<file path="src/rtl/gcm_tag_verifier_pkg.sv">
// -----------------------------------------------------------------------------
// gcm_tag_verifier_pkg
//   Shared definitions for the AES-GCM receive-side tag verifier:
//   FSM state encoding, default block width, the captured-item flag struct,
//   the verdict struct and the tag-width legality check.
// -----------------------------------------------------------------------------
package gcm_tag_verifier_pkg;

   localparam int NB_BLOCK_DEF = 128;
   localparam int NB_FAIL_CNT  = 16;

   typedef enum logic [1:0] {
      ST_IDLE    = 2'd0,
      ST_COLLECT = 2'd1,
      ST_CHECK   = 2'd2
   } state_t;

   // One flag per item collected for a frame
   typedef struct packed {
      logic ekj0;
      logic ghash;
      logic tag;
   } items_t;

   // Verdict qualifiers, registered alongside o_valid
   typedef struct packed {
      logic ok;
      logic fail;
      logic timeout;
      logic abort;
   } verdict_t;

   // Legal received-tag widths: 96..128 bits in whole bytes, never wider than the block
   function automatic bit tag_width_ok(input int nb_tag, input int nb_block);
      return (nb_tag >= 96) && (nb_tag <= 128) && (nb_tag <= nb_block) && ((nb_tag % 8) == 0);
   endfunction

endpackage

</file>
<file path="src/rtl/gcm_tag_verifier_compare.sv">
// -----------------------------------------------------------------------------
// gcm_tag_compare
//   Combinational tag check: tag_calc = ekj0 ^ ghash, truncated to its upper
//   NB_TAG bits, compared against the received tag by a full-width
//   XOR / OR-reduce (constant depth, no early exit on the first differing bit).
// Ports
//   ekj0   [NB_BLOCK] E(K,J0)
//   ghash  [NB_BLOCK] final GHASH value
//   tag_rx [NB_TAG]   received tag
//   match             1 when the truncated computed tag equals tag_rx
// -----------------------------------------------------------------------------
module gcm_tag_compare
   import gcm_tag_verifier_pkg::*;
#(
   parameter int NB_BLOCK = NB_BLOCK_DEF,
   parameter int NB_TAG   = 128
) (
   input  logic [NB_BLOCK-1:0] ekj0,
   input  logic [NB_BLOCK-1:0] ghash,
   input  logic [NB_TAG-1:0]   tag_rx,
   output logic                match
);

   logic [NB_BLOCK-1:0] tag_calc;
   logic [NB_TAG-1:0]   diff;

   assign tag_calc = ekj0 ^ ghash;
   assign diff     = tag_calc[NB_BLOCK-1 -: NB_TAG] ^ tag_rx;
   assign match    = ~(|diff);

   // Truncated tags drop the low bits of the computed tag
   generate
      if (NB_TAG < NB_BLOCK) begin : g_trunc
         logic unused_low;
         assign unused_low = ^tag_calc[NB_BLOCK-NB_TAG-1:0];
      end
   endgenerate

endmodule

</file>
<file path="src/rtl/gcm_tag_verifier.sv">
// -----------------------------------------------------------------------------
// gcm_tag_verifier
//   Decrypt-side AES-GCM tag verifier. Collects E(K,J0), the final GHASH and
//   the received tag for a frame (any order, first capture wins), then emits
//   a single registered pass/fail verdict strobe.
//
// Ports
//   i_clock, i_reset        clock, asynchronous active-high reset
//   i_sop                   start of frame; mid-frame it aborts the old frame
//   i_ekj0 / _valid         E(K,J0) from the GCTR pre-block pass
//   i_ghash / _valid        final GHASH(H, A, C)
//   i_tag_rx / _valid       received tag (NB_TAG bits)
//   i_rf_timeout            max COLLECT cycles, 0 disables the timeout
//   o_valid                 one-cycle verdict strobe
//   o_tag_ok / o_tag_fail   verdict, qualified by o_valid
//   o_timeout / o_abort     failure cause, qualified by o_valid
//   o_busy                  FSM outside IDLE
//   o_fail_count            (GCM_TAG_VERIFIER_FAIL_CNT_EN only) saturating
//                           count of o_tag_fail strobes
//
// Build option: define GCM_TAG_VERIFIER_FAIL_CNT_EN to add o_fail_count.
//
// Timing: last item in cycle N, CHECK in N+1, verdict in N+2. Timeout and
// abort verdicts land one cycle after the triggering cycle.
// -----------------------------------------------------------------------------
module gcm_tag_verifier
   import gcm_tag_verifier_pkg::*;
#(
   parameter int NB_BLOCK = NB_BLOCK_DEF,
   parameter int NB_TAG   = 128,
   parameter int NB_TIMER = 16
) (
   input  logic                i_clock,
   input  logic                i_reset,
   input  logic                i_sop,
   input  logic [NB_BLOCK-1:0] i_ekj0,
   input  logic                i_ekj0_valid,
   input  logic [NB_BLOCK-1:0] i_ghash,
   input  logic                i_ghash_valid,
   input  logic [NB_TAG-1:0]   i_tag_rx,
   input  logic                i_tag_rx_valid,
   input  logic [NB_TIMER-1:0] i_rf_timeout,
   output logic                o_valid,
   output logic                o_tag_ok,
   output logic                o_tag_fail,
   output logic                o_timeout,
   output logic                o_abort,
   output logic                o_busy
`ifdef GCM_TAG_VERIFIER_FAIL_CNT_EN
   ,
   output logic [NB_FAIL_CNT-1:0] o_fail_count
`endif
);

   generate
      if (!tag_width_ok(NB_TAG, NB_BLOCK)) begin : g_bad_tag_width
         $error("gcm_tag_verifier: NB_TAG must be 96..128 in steps of 8 and <= NB_BLOCK");
      end
   endgenerate

   state_t              state;
   items_t              flags;
   logic [NB_TIMER-1:0] timer;

   // Captured items; never cleared, only the flags say whether they belong
   // to the current frame
   logic [NB_BLOCK-1:0] ekj0_q;
   logic [NB_BLOCK-1:0] ghash_q;
   logic [NB_TAG-1:0]   tag_q;

   logic                cap_en;
   items_t              held;
   items_t              take;
   items_t              have;
   logic [NB_TIMER-1:0] timer_inc;
   logic                timer_hit;
   logic                match;
   logic                vld_next;
   verdict_t            verdict_next;

   // ---------------------------------------------------------------------------
   // Capture qualification
   // ---------------------------------------------------------------------------
   always_comb begin
      cap_en = (state == ST_COLLECT) || ((state == ST_IDLE) && i_sop);
      // A sop opens a new frame, so flags from the old one no longer count;
      // this lets same-cycle strobes land in the new frame after an abort.
      held = ((state == ST_COLLECT) && !i_sop) ? flags : '0;

      take.ekj0  = cap_en && i_ekj0_valid   && !held.ekj0;
      take.ghash = cap_en && i_ghash_valid  && !held.ghash;
      take.tag   = cap_en && i_tag_rx_valid && !held.tag;

      have = held | take;

      // Counter holds the number of COLLECT cycles already completed, so the
      // match fires at the end of the i_rf_timeout-th COLLECT cycle.
      timer_inc = timer + NB_TIMER'(1);
      timer_hit = (state == ST_COLLECT) && (i_rf_timeout != '0) && (timer_inc == i_rf_timeout);
   end

   always_ff @(posedge i_clock) begin
      if (take.ekj0)  ekj0_q  <= i_ekj0;
      if (take.ghash) ghash_q <= i_ghash;
      if (take.tag)   tag_q   <= i_tag_rx;
   end

   gcm_tag_compare #(
      .NB_BLOCK (NB_BLOCK),
      .NB_TAG   (NB_TAG)
   ) u_compare (
      .ekj0   (ekj0_q),
      .ghash  (ghash_q),
      .tag_rx (tag_q),
      .match  (match)
   );

   // ---------------------------------------------------------------------------
   // Verdict selection. Abort outranks timeout (the new sop always starts a
   // frame); timeout outranks an item completing in the same cycle.
   // ---------------------------------------------------------------------------
   always_comb begin
      vld_next     = 1'b0;
      verdict_next = '0;
      case (state)
         ST_COLLECT: begin
            if (i_sop) begin
               vld_next             = 1'b1;
               verdict_next.fail    = 1'b1;
               verdict_next.abort   = 1'b1;
            end else if (timer_hit) begin
               vld_next             = 1'b1;
               verdict_next.fail    = 1'b1;
               verdict_next.timeout = 1'b1;
            end
         end
         ST_CHECK: begin
            vld_next          = 1'b1;
            verdict_next.ok   = match;
            verdict_next.fail = ~match;
         end
         default: ;
      endcase
   end

   // ---------------------------------------------------------------------------
   // FSM with registered outputs
   // ---------------------------------------------------------------------------
   always_ff @(posedge i_clock or posedge i_reset) begin
      if (i_reset) begin
         state      <= ST_IDLE;
         flags      <= '0;
         timer      <= '0;
         o_valid    <= 1'b0;
         o_tag_ok   <= 1'b0;
         o_tag_fail <= 1'b0;
         o_timeout  <= 1'b0;
         o_abort    <= 1'b0;
         o_busy     <= 1'b0;
      end else begin
         o_valid    <= vld_next;
         o_tag_ok   <= verdict_next.ok;
         o_tag_fail <= verdict_next.fail;
         o_timeout  <= verdict_next.timeout;
         o_abort    <= verdict_next.abort;

         case (state)
            ST_IDLE: begin
               if (i_sop) begin
                  state  <= ST_COLLECT;
                  flags  <= have;
                  timer  <= '0;
                  o_busy <= 1'b1;
               end else begin
                  flags  <= '0;
                  o_busy <= 1'b0;
               end
            end

            ST_COLLECT: begin
               if (i_sop) begin
                  // Abort: restart collection for the new frame, stay busy
                  flags  <= have;
                  timer  <= '0;
                  o_busy <= 1'b1;
               end else if (timer_hit) begin
                  state  <= ST_IDLE;
                  flags  <= '0;
                  o_busy <= 1'b0;
               end else if (&have) begin
                  state  <= ST_CHECK;
                  flags  <= have;
                  timer  <= timer_inc;
                  o_busy <= 1'b1;
               end else begin
                  flags  <= have;
                  timer  <= timer_inc;
                  o_busy <= 1'b1;
               end
            end

            ST_CHECK: begin
               state  <= ST_IDLE;
               flags  <= '0;
               o_busy <= 1'b0;
            end

            default: begin
               state  <= ST_IDLE;
               flags  <= '0;
               o_busy <= 1'b0;
            end
         endcase
      end
   end

`ifdef GCM_TAG_VERIFIER_FAIL_CNT_EN
   // Counts fail strobes on the same edge that registers o_tag_fail
   always_ff @(posedge i_clock or posedge i_reset) begin
      if (i_reset) begin
         o_fail_count <= '0;
      end else if (verdict_next.fail && (o_fail_count != '1)) begin
         o_fail_count <= o_fail_count + NB_FAIL_CNT'(1);
      end
   end
`endif

endmodule

</file>
<file path="config.mk">
export PLATFORM = sky130hd
export DESIGN_NAME = gcm_tag_verifier
export DESIGN_NICKNAME = d
export VERILOG_FILES = /design/src/rtl/gcm_tag_verifier_pkg.sv /design/src/rtl/gcm_tag_verifier_compare.sv /design/src/rtl/gcm_tag_verifier.sv
export SDC_FILE = /design/constraint.sdc
export NUM_CORES = 1
export LEC_CHECK = 0
export BUFFER_PORTS_ARGS = -buffer_cell sky130_fd_sc_hd__buf_2
export CAP_MARGIN = 15
export CORE_MARGIN = 5
export CORE_UTILIZATION = 50
export CTS_BUF_LIST = sky130_fd_sc_hd__clkbuf_4 sky130_fd_sc_hd__clkbuf_8
export DETAILED_ROUTE_END_ITERATION = 10
export GPL_TIMING_DRIVEN = 1
export HOLD_SLACK_MARGIN = 0.08
export PLACE_DENSITY = 0.86
export SLEW_MARGIN = 10
export SYNTH_ARGS = -nofsm -noshare
export SYNTH_HDL_FRONTEND = slang
export SYNTH_SLANG_ARGS = --single-unit
</file>
<file path="constraint.sdc">
create_clock -name i_clock -period 31.2 [get_ports i_clock]
set_input_delay 4.68 -clock i_clock [delete_from_list [all_inputs] [get_ports i_clock]]
set_output_delay 4.68 -clock i_clock [all_outputs]
set_load 0.01 [all_outputs]
</file>
==> results of run 1 <==
metal layers:
metal / global-route usage [%] / wire length [um] / vias up
met5: 0 / 52 / -
met2: 38.3 / 20900 / 520
met4: 8.20 / 1080 / 8
met3: 6.85 / 3700 / 78
met1: 25.5 / 14400 / 4783
li1: - / - / 4552
stage by stage:
stage                     power, uW  cells  utilization, %
after detailed placement       1110   1792            58.5
final                          1560   1928            62.8
after CTS                      1570   1914            62.6
after floorplan                1050    948               -
after global placement         1090   1792            58.5
after global routing           1630   1925            62.8
final timing paths:
path | start | to | depth (start not counted)
worst min-delay path | flags[2] | flags[2] | 1
min in group asynchronous | i_reset | o_timeout | 2
worst max-delay path | i_rf_timeout[13] | timer[0] | 8
worst max register to register | timer[0] | timer[0] | 8
max in group asynchronous | i_reset | o_tag_fail | 3
worst min register to register | flags[2] | flags[2] | 1
logic make-up (layout without fill, tap and decap cells):
family	Yosys count	count (layout)
mux	1	1
xor+xnor	275	275
fa+ha+maj	4	4
compound gates	79	79
flops	411	411
other cells	0	13
buf+inv	37	562
simple gates	141	141
flip-flops by register name, indices dropped and copies added, names as in the netlist:
signal,cells
ekj0_q,128
flags,3
ghash_q,128
o_abort,1
o_busy,1
o_tag_fail,1
o_tag_ok,1
o_timeout,1
o_valid,1
state,2
tag_q,128
timer,16
power by group through the flow:
| stage | clock network [uW] | registers (uW) | logic [uW] |
|---|---|---|---|
| final | 463 | 795 | 299 |
| after global routing | 503 | 804 | 326 |
| after CTS | 474 | 796 | 305 |
| after detailed placement | 0 | 805 | 303 |
| after global placement | 0 | 798 | 292 |
| after floorplan | 0 | 845 | 202 |
synth_stat cells (all sizes together), types with 4 or more instances:
cell type and n:
a21boi 4, a21oi 4, a2bb2oi 4, a311o 7, a31oi 5, a41oi 8, and2 5, and3 5
and4 7, buf 8, clkbuf 9, dfrtp 27, edfxtp 384, ha 4, inv 20, nand2 11
nand2b 5, nand3 10, nand4 40, nor2 21, nor3 6, nor3b 6, nor4 17, o21ai 17
o32ai 6, xnor2 135, xor2 140
worst register-to-register path: stages, from the launching register on:
cell and delay (ns):
dfrtp_1 0.54, ha_1 0.33, nand3_1 0.33, nor3b_2 0.31, o211ai_1 0.12, a2111oi_2 0.45, nand4_2 0.49, and2_1 0.37
a221o_1 0.32
final cells by class:
| cell class | count | area share [%] |
|---|---|---|
| multi-input combinational | 500 | 19.8 |
| sequential | 411 | 59.9 |
| timing repair buffer | 420 | 10.5 |
| inverter | 20 | 0.368 |
| clock inverter | 32 | 1.07 |
| tap | 442 | 2.71 |
| clock buffer | 90 | 5.46 |
| antenna | 13 | 0.160 |
==> results.md, run 1 <==
* XOR/XNOR Fraction of Synth Area at 14.7%
* PD cells at 76.4 nW/um^2
* Switch share at 28.1%
* Setup Slack @ Placement at 23.97 ns
* Final worst setup slack at 24.57 ns
* Post-synthesis mux area share at 0.0688%
* Max Slew Vio Count at 0
* Die area at 36,500 um^2
* Crit path buffers/inverters at 1
* Synth Flop Type: edfxtp_1
* CP Data Required Time at 31.69 ns
* Row count at 66
* Maximum clock frequency at 0.151 GHz
* Post-Route WL at 40.1 mm
* Post-synth top area share at 70.4%
* Synth Register Bits at 411
* Max_slew headroom at 29.0%
* Hold buffer count at CTS at 0
* Crit path kind: in2reg
* # fillers at 2,288
* Max IR drop VDD at 0.0519 mV
* Syn Area/Cell at 17.3 um^2
* Commonest non-fill, non-tap cell in the layout: buf_2
* FF+latch area at 12,200 um^2
* Die Wd at 191 um
* Cell family with most CP delay: compound AO/OA/AOI/OAI gates
* Post-Syn Area at 16,400 um^2
* I/O Pins at 412
* Max Root-Sink Buffers at 3
* Worst skew pair latency at 0.61 ns
* Routability congestion estimate at 0.858
* Root Buffer: clkbuf_8
* Final Skew at 0.0343 ns
* First-pass GRT wire length at 59.8 mm
* Worst Hold Class: reg2reg
* Largest net degree at the start of global routing at 78
* Synth Area in Adders at 0.306%
* DR vias at 9,941
* Crit path max fanout at 16
* Wirelength per Cell at 20.8 um
* Maxcap violations at 0
* CTS resizes at 0
* Share of layout cells above drive strength 1 at 37.3%
* # port buffers at 411
* Clock slew at reported path FFs at 0.07 ns
* Crit-path cells: buf_2, xnor2_1, a21boi_1, o211ai_2, a2111oi_2, nand4_2, and2_1, a221o_1
* All-Layer GR Usage at 21.9%
* Register area share after synthesis at 74.6%
* Starting DRT DRC Count at 809
* Cell area after layout at 20,400 um^2
* Drt via density at 5.16
* First-pass DRT Iterations at 5
* CTS Buf Count at 68
* Area of placed instances at 19,000 um^2
* Simple-Gate Fraction of Synth Area at 5.52%
* DR DRC count at 0
* Clk pwr share at 29.7%
* Yosys top cell by area: edfxtp_1
* Fin crit period at 6.63 ns
* Largest stage delay on the critical path at 0.49 ns
* Antenna violations before repair at 18
* Final Setup Violations at 0
* Number of flops mapped to enable cells by yosys at 384
* Final nets at 1,831
* Outcome: complete, no violations
* RSZ-0062 raised after global routing: false
* Comb pwr share at 19.2%
* Worst R2R Setup Slack at 27.83 ns
* Yosys Warn Count at 0
* CTS H-tree depth at 3
* Post-Syn Nets at 1,358
* Cells after Synth at 948
* Clock sink total at 411
* Core area at 32,500 um^2
* Compound-Gate Fraction of Synth Area at 3.87%
* Fin crit share at 21.2%
* Largest family of logic cells by synthesized area: XOR/XNOR gates
* Final hold slack at 0.563 ns
* Die height at 191 um
* Synth cell types at 66
* Static leakage at 0.00776 uW
* Starting Density at 50.4%
* Grt total ovfl at 0
* Psw at 437 uW
* Post-synth ARST share at 6.57%
* CTS tree: built
* Final hold vios at 0
* Footprint of the multi-input gates at 4040 um^2
* Post-CTS Setup Inserts at 0
* Sequential Power Share at 51.1%
* Most frequent cells in the layout: buf_2 (411), edfxtp_1 (384), xor2_1 (140)
* Worst Path Arrival at 7.12 ns
* CP max-delay cell: nand4_2
* Detail Placement HPWL at 28.6 mm
* CP Capture Type: register
* Final antenna-violating net count at 0
* Critical path launch point type: input port
* Layout area overhead at 24.5%
* Vias in the first global route at 10.8k
* Least-Margin Pin Slew at 1.06 ns
* Setup TNS at 0 ns
* P_int at 1120 uW
* Ranking of synthesized cells by area: edfxtp_1 (70%), xor2_1 (7.5%), xnor2_1 (7.2%)
(Power assumes the default switching activity.)
==> run 2: changes to the inputs <==
Clock period 31.2 ns to 6.6 ns, I/O delays scaled along.
==> results.md, run 2 (synthesized netlist as in run 1, its figures left out) <==
* Outcome: complete, no violations
* Vias in the first global route at 10.6k
* Worst R2R End: ghash_q[65]
* Maximum clock frequency at 0.258 GHz
* Grt total ovfl at 0
* Largest net degree at the start of global routing at 110
* Share of layout cells above drive strength 1 at 36.8%
* Max Root-Sink Buffers at 3
* Starting Density at 50.4%
* Reg2reg path depth at 5
* Post-Route WL at 40.0 mm
* Setup TNS at 0 ns
* CP Data Required Time at 6.79 ns
* CTS Buf Count at 67
* CTS tree: built
* Static leakage at 0.00771 uW
* Starting DRT DRC Count at 650
* CTS H-tree depth at 3
* Drt via density at 5.15
* Root Buffer: clkbuf_8
* # port buffers at 411
* Detail Placement HPWL at 28.4 mm
* Crit path max fanout at 66
* Crit-path cells: inv_1, ha_1, o21ai_0, a21boi_4, buf_4
* Final Core Density at 62.6%
* Regs by FF count: ekj0_q (128), ghash_q (128), tag_q (128)
* CTS resizes at 0
* Die Wd at 191 um
* Antenna violations before repair at 18
* Fin crit share at 58.8%
* PD cells at 356 nW/um^2
* Worst Hold Class: in2async
* First-pass GRT wire length at 59.4 mm
* Clock slew at reported path FFs at 0.06 ns
* Final nets at 1,827
* Max IR drop VDD at 0.254 mV
* Worst skew pair latency at 0.58 ns
* CP Capture Type: register
* Core area at 32,500 um^2
* Commonest non-fill, non-tap cell in the layout: buf_2
* Final antenna-violating net count at 0
* Fin crit period at 3.88 ns
* Critical path launch point type: register
* Routability congestion estimate at 0.906
* Final Skew at 0.0289 ns
* Max_slew headroom at 32.9%
* Row count at 66
* All-Layer GR Usage at 21.7%
* Hold buffer count at CTS at 0
* Total power at 7240 uW
* Worst Path Arrival at 4.07 ns
* DR DRC count at 0
* Least-Margin Pin Slew at 1.01 ns
* RSZ-0062 raised after global routing: false
* Worst R2R Setup Slack at 2.72 ns
* Non-Filler Instances at 1,921
* Die height at 191 um
* First-pass DRT Iterations at 7
* Post-CTS Setup Inserts at 0
* Crit path kind: reg2reg
* Wirelength per Cell at 20.8 um
* Reg2reg start: state[1]
* CP max-delay cell: ha_1
* Max Slew Vio Count at 0
* Clock sink total at 411
* Final Setup Violations at 0
* Layout area overhead at 24.1%
* Final hold vios at 0
* Most frequent cells in the layout: buf_2 (411), edfxtp_1 (384), xor2_1 (140)
* Maxcap violations at 0
* Die area at 36,500 um^2
* Largest stage delay on the critical path at 0.83 ns
* DR vias at 9,894
* I/O Pins at 412
* Placed insts at 1,789
[run 2: worst max-delay path by stage]
stage | from | to | slack [ns] | depth (start not counted)
after floorplan | i_ekj0_valid | ekj0_q[0] | -1.07 | 1
after global placement | i_sop | ghash_q[108] | 2.85 | 4
after detailed placement | state[1] | ghash_q[115] | 2.73 | 5
after CTS | state[1] | ghash_q[51] | 2.74 | 5
after global routing | state[0] | ghash_q[51] | 2.51 | 5
final | state[1] | ghash_q[65] | 2.72 | 5
[run 2: per-stage QoR]
step,hold slack (ns),setup WS [ns],instance area (um^2)
after floorplan,0.487,-1.07,16400
after global placement,0.524,2.85,19000
after detailed placement,0.527,2.73,19000
after CTS,0.527,2.74,20300
after global routing,0.365,2.51,20300
final,0.395,2.72,20300
[run 2: where the power goes]
part           internal [uW]  leakage (uW)  switching (uW)
sequential              3520       0.00398             224
combinational            578       0.00307             852
clock                   1090      0.000660             964
total                   5200       0.00771            2040
[run 2: metal layers]
metal	global-route usage (%)	wire [um]
met1	25.1	14300
met3	7.16	3620
met5	0	76
met2	37.7	20800
met4	8.31	1290
[run 2: cell type report]
type | count | area (um^2)
antenna | 12 | 30.0
clock buffer | 90 | 1100
clock inverter | 29 | 163
fill | 2309 | 12100
inverter | 20 | 75.1
multi-input combinational | 500 | 4040
sequential | 411 | 12200
tap | 442 | 553
timing repair buffer | 417 | 2150
[run 2: critical path: cells and delay by family, from the launching register on]
kind / cells / cell delay [ns]
buffers and inverters: 2 / 0.91
flip-flops: 1 / 0.38
adder cells (fa/ha/maj): 1 / 0.83
AO/OA/AOI/OAI: 2 / 1.31
